<file path="src/rtl/fir_engine.sv">
// Streaming FIR engine: AXI-Stream in/out, taps and sample history held in external BRAMs.
// One sample is processed at a time; each output takes Tape_Num+2 cycles after its input handshake.
module fir_engine #(
  parameter int pADDR_WIDTH = 12,
  parameter int pDATA_WIDTH = 32,
  parameter int Tape_Num    = 11
) (
  input  logic                   axis_clk,
  input  logic                   axis_rst,
  input  logic                   ap_start,
  input  logic [31:0]            data_length,
  output logic                   ap_idle,
  output logic                   ap_done,
  input  logic [pDATA_WIDTH-1:0] ss_tdata,
  input  logic                   ss_tvalid,
  output logic                   ss_tready,
  input  logic                   ss_tlast,
  output logic [pDATA_WIDTH-1:0] sm_tdata,
  output logic                   sm_tvalid,
  input  logic                   sm_tready,
  output logic                   sm_tlast,
  output logic                   tap_EN,
  output logic [pADDR_WIDTH-1:0] tap_A,
  input  logic [pDATA_WIDTH-1:0] tap_Do,
  output logic [3:0]             data_WE,
  output logic                   data_EN,
  output logic [pDATA_WIDTH-1:0] data_Di,
  output logic [pADDR_WIDTH-1:0] data_A,
  input  logic [pDATA_WIDTH-1:0] data_Do
);

  localparam int CNT_W = $clog2(Tape_Num + 1);
  localparam logic [CNT_W-1:0] LAST_IDX = CNT_W'(Tape_Num - 1);
  localparam logic [CNT_W-1:0] TAPS     = CNT_W'(Tape_Num);

  typedef enum logic [2:0] {
    IDLE    = 3'd0,
    CLEAR   = 3'd1,
    WAIT_IN = 3'd2,
    MAC     = 3'd3,
    OUT     = 3'd4,
    DONE    = 3'd5
  } state_t;

  state_t                         state_q, state_d;
  logic        [CNT_W-1:0]        clr_idx_q, clr_idx_d;
  logic        [CNT_W-1:0]        wp_q, wp_d;
  logic        [CNT_W-1:0]        k_q, k_d;
  logic        [CNT_W-1:0]        rd_idx_q, rd_idx_d;
  logic                           mac_vld_q, mac_vld_d;
  logic signed [pDATA_WIDTH-1:0]  acc_q, acc_d;
  logic        [31:0]             cnt_q, cnt_d;
  logic        [31:0]             len_q, len_d;
  logic                           last_q, last_d;

  // Product keeps only its low word; the running sum wraps freely.
  function automatic logic signed [pDATA_WIDTH-1:0] mac_wrap(
    input logic signed [pDATA_WIDTH-1:0] acc,
    input logic signed [pDATA_WIDTH-1:0] a,
    input logic signed [pDATA_WIDTH-1:0] b
  );
    logic signed [2*pDATA_WIDTH-1:0] prod;
    prod = a * b;
    return acc + $signed(prod[pDATA_WIDTH-1:0]);
  endfunction

  function automatic logic [pADDR_WIDTH-1:0] word_addr(input logic [CNT_W-1:0] idx);
    return pADDR_WIDTH'({idx, 2'b00});
  endfunction

  function automatic logic [CNT_W-1:0] idx_inc(input logic [CNT_W-1:0] idx);
    return (idx == LAST_IDX) ? '0 : idx + CNT_W'(1);
  endfunction

  function automatic logic [CNT_W-1:0] idx_dec(input logic [CNT_W-1:0] idx);
    return (idx == '0) ? LAST_IDX : idx - CNT_W'(1);
  endfunction

  always_comb begin
    state_d   = state_q;
    clr_idx_d = clr_idx_q;
    wp_d      = wp_q;
    k_d       = k_q;
    rd_idx_d  = rd_idx_q;
    mac_vld_d = 1'b0;
    acc_d     = acc_q;
    cnt_d     = cnt_q;
    len_d     = len_q;
    last_d    = last_q;
    ss_tready = 1'b0;
    tap_EN    = 1'b0;
    tap_A     = '0;
    data_EN   = 1'b0;
    data_WE   = 4'h0;
    data_A    = '0;
    data_Di   = '0;

    // BRAM data returns one cycle after the read, so accumulate on the delayed valid.
    if (mac_vld_q) acc_d = mac_wrap(acc_q, tap_Do, data_Do);

    unique case (state_q)
      IDLE: begin
        if (ap_start && (data_length != 32'd0)) begin
          state_d   = CLEAR;
          clr_idx_d = '0;
          len_d     = data_length;
          cnt_d     = '0;
        end
      end
      CLEAR: begin
        data_EN = 1'b1;
        data_WE = 4'hf;
        data_A  = word_addr(clr_idx_q);
        if (clr_idx_q == LAST_IDX) begin
          state_d = WAIT_IN;
          wp_d    = '0;
        end else begin
          clr_idx_d = clr_idx_q + CNT_W'(1);
        end
      end
      WAIT_IN: begin
        ss_tready = 1'b1;
        data_A    = word_addr(wp_q);
        if (ss_tvalid) begin
          data_EN  = 1'b1;
          data_WE  = 4'hf;
          data_Di  = ss_tdata;
          state_d  = MAC;
          k_d      = '0;
          rd_idx_d = wp_q;
          acc_d    = '0;
          cnt_d    = cnt_q + 32'd1;
          last_d   = ((cnt_q + 32'd1) == len_q) || ss_tlast;
        end
      end
      MAC: begin
        // Tape_Num read cycles followed by one drain cycle for the final product.
        if (k_q != TAPS) begin
          tap_EN    = 1'b1;
          tap_A     = word_addr(k_q);
          data_EN   = 1'b1;
          data_A    = word_addr(rd_idx_q);
          mac_vld_d = 1'b1;
          k_d       = k_q + CNT_W'(1);
          rd_idx_d  = idx_dec(rd_idx_q);
        end else begin
          state_d = OUT;
        end
      end
      OUT: begin
        if (sm_tready) begin
          wp_d    = idx_inc(wp_q);
          state_d = last_q ? DONE : WAIT_IN;
        end
      end
      DONE: begin
        state_d = IDLE;
      end
      default: begin
        state_d = IDLE;
      end
    endcase
  end

  always_ff @(posedge axis_clk) begin
    if (axis_rst) begin
      state_q   <= IDLE;
      clr_idx_q <= '0;
      wp_q      <= '0;
      k_q       <= '0;
      rd_idx_q  <= '0;
      mac_vld_q <= 1'b0;
      acc_q     <= '0;
      cnt_q     <= '0;
      len_q     <= '0;
      last_q    <= 1'b0;
    end else begin
      state_q   <= state_d;
      clr_idx_q <= clr_idx_d;
      wp_q      <= wp_d;
      k_q       <= k_d;
      rd_idx_q  <= rd_idx_d;
      mac_vld_q <= mac_vld_d;
      acc_q     <= acc_d;
      cnt_q     <= cnt_d;
      len_q     <= len_d;
      last_q    <= last_d;
    end
  end

  assign ap_idle   = (state_q == IDLE);
  assign ap_done   = (state_q == DONE);
  assign sm_tvalid = (state_q == OUT);
  assign sm_tlast  = (state_q == OUT) && last_q;
  assign sm_tdata  = acc_q;

endmodule

</file>
<file path="config.mk">
export PLATFORM = sky130hd
export DESIGN_NAME = fir_engine
export DESIGN_NICKNAME = d
export VERILOG_FILES = /design/src/rtl/fir_engine.sv
export SDC_FILE = /design/constraint.sdc
export NUM_CORES = 2
export LEC_CHECK = 0
export BUFFER_PORTS_ARGS = -buffer_cell sky130_fd_sc_hd__buf_4
export CORE_UTILIZATION = 35
export CTS_CLUSTER_DIAMETER = 150
export CTS_CLUSTER_SIZE = 16
export DETAILED_ROUTE_END_ITERATION = 10
export MAX_ROUTING_LAYER = met4
export PLACE_DENSITY = 0.51
export SKIP_LAST_GASP = 1
export SYNTH_ARGS = -nofsm -noshare
export SYNTH_HDL_FRONTEND = slang
export SYNTH_SLANG_ARGS = --single-unit
</file>
<file path="constraint.sdc">
create_clock -name axis_clk -period 9.5 [get_ports axis_clk]
set_clock_uncertainty 0.2 [all_clocks]
set_input_delay 0.475 -clock axis_clk [delete_from_list [all_inputs] [get_ports axis_clk]]
set_output_delay 0.475 -clock axis_clk [all_outputs]
set_load 0.01 [all_outputs]
</file>
==> results.toml <==
[worst_setup_path]
critPathRequiredTime_ns = 9.60
crit_arrival_ns = 7.31
worstSetupPathType = "flop to flop"
crit_path_start_kind = "flop"
endpoint = "sm_tdata[30]$_SDFF_PP0_"
cp-startpoint = "sm_tdata[23]$_SDFF_PP0_"
worstReg2RegStart = "sm_tdata[23]$_SDFF_PP0_"
r2r_slack_ns = 2.29
cp_max_fo = 6
endpoint_kind = "flop"
worst_r2r_endpoint = "sm_tdata[30]$_SDFF_PP0_"
rr_worst_depth = 23

[cts]
cts_resized = 0
cts_max_path_buffers = 2
cts.clk_slew.worst_paths_ns = 0.06
worstSkewPairLatency_ns = 0.44
root_buffer = "clkbuf_16"
post-cts-setup-buffer-count = 0
ctsHoldBuffers = 0
cts_sinks = 117
cts_made_buffers = 17
cts_tree = "yes"
htreeDepth = 4

[cells_and_area]
layout_common_cells = "inv_1 (537), fa_1 (438), and2_1 (357), nand2_1 (326), buf_4 (220)"
n_fill_cell = 6730
layout_commonest_cell = "inv_1"
layoutNonFillerInstCount = 3705
nets = 3559
area_growth_pct = 11.6
postLayoutCellArea_mm2 = 0.0262
drive_gt1_frac = 0.0982
post-route-util = 0.397
diodes = 0

[synth]
ys.flop_type = "dfxtp_1"
synth-seq-cells = 117
synth_top_area_frac = 0.374
seq_area_frac_synth = 0.0999
synth.distinct_cells = 70
ys_warn_count = 0
syn_area_mm2 = 0.0235
synth_edf_count = 0
avgSynthCellArea_um2 = 8.60
synth_top_area_cell = "fa_1"
syn-instance-count = 2728
synthArstFlopShare = 0
ys_top_cells_by_area = "fa_1 (37%), dfxtp_1 (10%), and2_1 (9.5%)"

[timing]
final.setup.tns_ns = 0
setup_violations = 0
fin_crit_sh = 0.759
hold_violations = 0
drv_slew = 0
fmax_mhz = 139
rsz0062_at_grt = "no"
slew_headroom = 0.141
fin_crit_ns = 7.21
worst_pin_slew_ns = 1.29

[placed_design]
dpl_cell_area_mm2 = 0.0256
numPortBuffers = 216
dpl.hpwl_mm = 54.0
gp_congestion = 0.866
dp.cells = 3673

[floorplan]
num_io_pins = 233
coreArea_mm2 = 0.0660
core.rowCount = 94
initial_core_util = 0.355
dieArea_mm2 = 0.0681
die_width_um = 261
die_h_um = 261

[routing]
highest-signal-layer = "met4"
drt-initial-drc-count = 1008
antenna_violating_nets_post_route = 0
wl_met1_mm = 30.7
viasPerCell = 4.86
vias = 18000
drc = 3
routed_wl_mm = 69.3
wl_met2_mm = 33.5
post_drt_wl_per_cell_um = 18.7
wl_met3_mm = 3.97
dr.pass1.iters = 8

[grt]
grt_first_pass_wirelength_mm = 110
grt_overflow_total = 0
antenna_found_initial = 0
grt_use_total = 0.216
grt_max_degree = 84
grt_pass1_vias = 19300

[job]
drv_cap = 0

[hold_path]
holdPathStages = 3
hp-class = "primary input to flop"

[status]
status = "complete, but fails checks"
violations = "DRC"
-- worst max-delay path, stage by stage (launching register included) --
cell and delay (ns):
dfxtp_1 0.46, inv_1 0.11, fa_1 0.51, fa_1 0.57, fa_1 0.47, fa_1 0.56
inv_1 0.05, fa_1 0.48, fa_1 0.51, fa_1 0.49, inv_1 0.05, fa_1 0.50
inv_1 0.06, ha_1 0.35, a21o_1 0.24, a21o_1 0.18, a21o_1 0.18, o21bai_1 0.15
a21oi_1 0.15, o221ai_1 0.23, a31oi_1 0.27, xnor2_1 0.10, mux2i_1 0.15, nor2_1 0.06
-- through the flow --
step	hold WS [ns]	worst slack [ns]
floorplan	0.248	2.37
global placement	0.263	1.89
detailed placement	0.262	1.87
CTS	0.0689	2.26
global route	0.0854	1.94
finish	0.0898	2.29
-- flip-flops by register name, summed over array words and instances (netlist names) --
signal     cells
rd_idx_q       4
cnt_q         32
k_q            4
sm_tdata      32
len_q         32
last_q         1
mac_vld_q      1
clr_idx_q      4
wp_q           4
state_q        3
-- worst min-delay path by stage --
stage	from	endpoint
after floorplan	len_q[28]$_SDFFE_PP0P_	len_q[28]$_SDFFE_PP0P_
after global placement	len_q[23]$_SDFFE_PP0P_	len_q[23]$_SDFFE_PP0P_
after detailed placement	len_q[29]$_SDFFE_PP0P_	len_q[29]$_SDFFE_PP0P_
after CTS	data_length[24]	len_q[24]$_SDFFE_PP0P_
after global routing	data_length[24]	len_q[24]$_SDFFE_PP0P_
final	data_length[17]	len_q[17]$_SDFFE_PP0P_
-- cell families (layout without fill, tap and decap cells) --
group,Yosys count,in the layout,share of synthesized area
AO/OA/AOI/OAI,226,226,0.0577
buffers and inverters,692,790,0.115
XOR/XNOR,146,146,0.0545
other,1,16,0.000160
multiplexers,26,26,0.0112
AND/OR/NAND/NOR,923,923,0.202
adder cells (fa/ha/maj),597,597,0.459
flip-flops,117,117,0.0999
-- routing by layer --
metal	up-vias	GRT usage
li1	8351	-
met1	9144	0.282
met2	448	0.352
met3	69	0.0384
met4	0	0.0430
met5	-	-
-- Yosys cell counts (all sizes together), types with 25 or more instances --
cell / instances
and2: 357
clkbuf: 125
xnor2: 111
nor3: 25
dfxtp: 117
nor2: 107
o21ai: 42
fa: 438
a21oi: 103
nand2: 327
xor2: 35
buf: 28
ha: 159
inv: 538
-- layout make-up --
| class | count | area, µm² | share of cell area |
|---|---|---|---|
| Clock buffer | 17 | 425 | 0.0163 |
| Clock inverter | 15 | 180 | 0.00689 |
| Inverter | 538 | 2020 | 0.0772 |
| Multi-Input combinational cell | 1934 | 18500 | 0.706 |
| Sequential cell | 117 | 2340 | 0.0896 |
| Tap cell | 864 | 1080 | 0.0413 |
| Timing Repair Buffer | 220 | 1650 | 0.0631 |
Power is not shown: default switching activity piles up to over one toggle a cycle in this logic, so the estimate is an artifact.
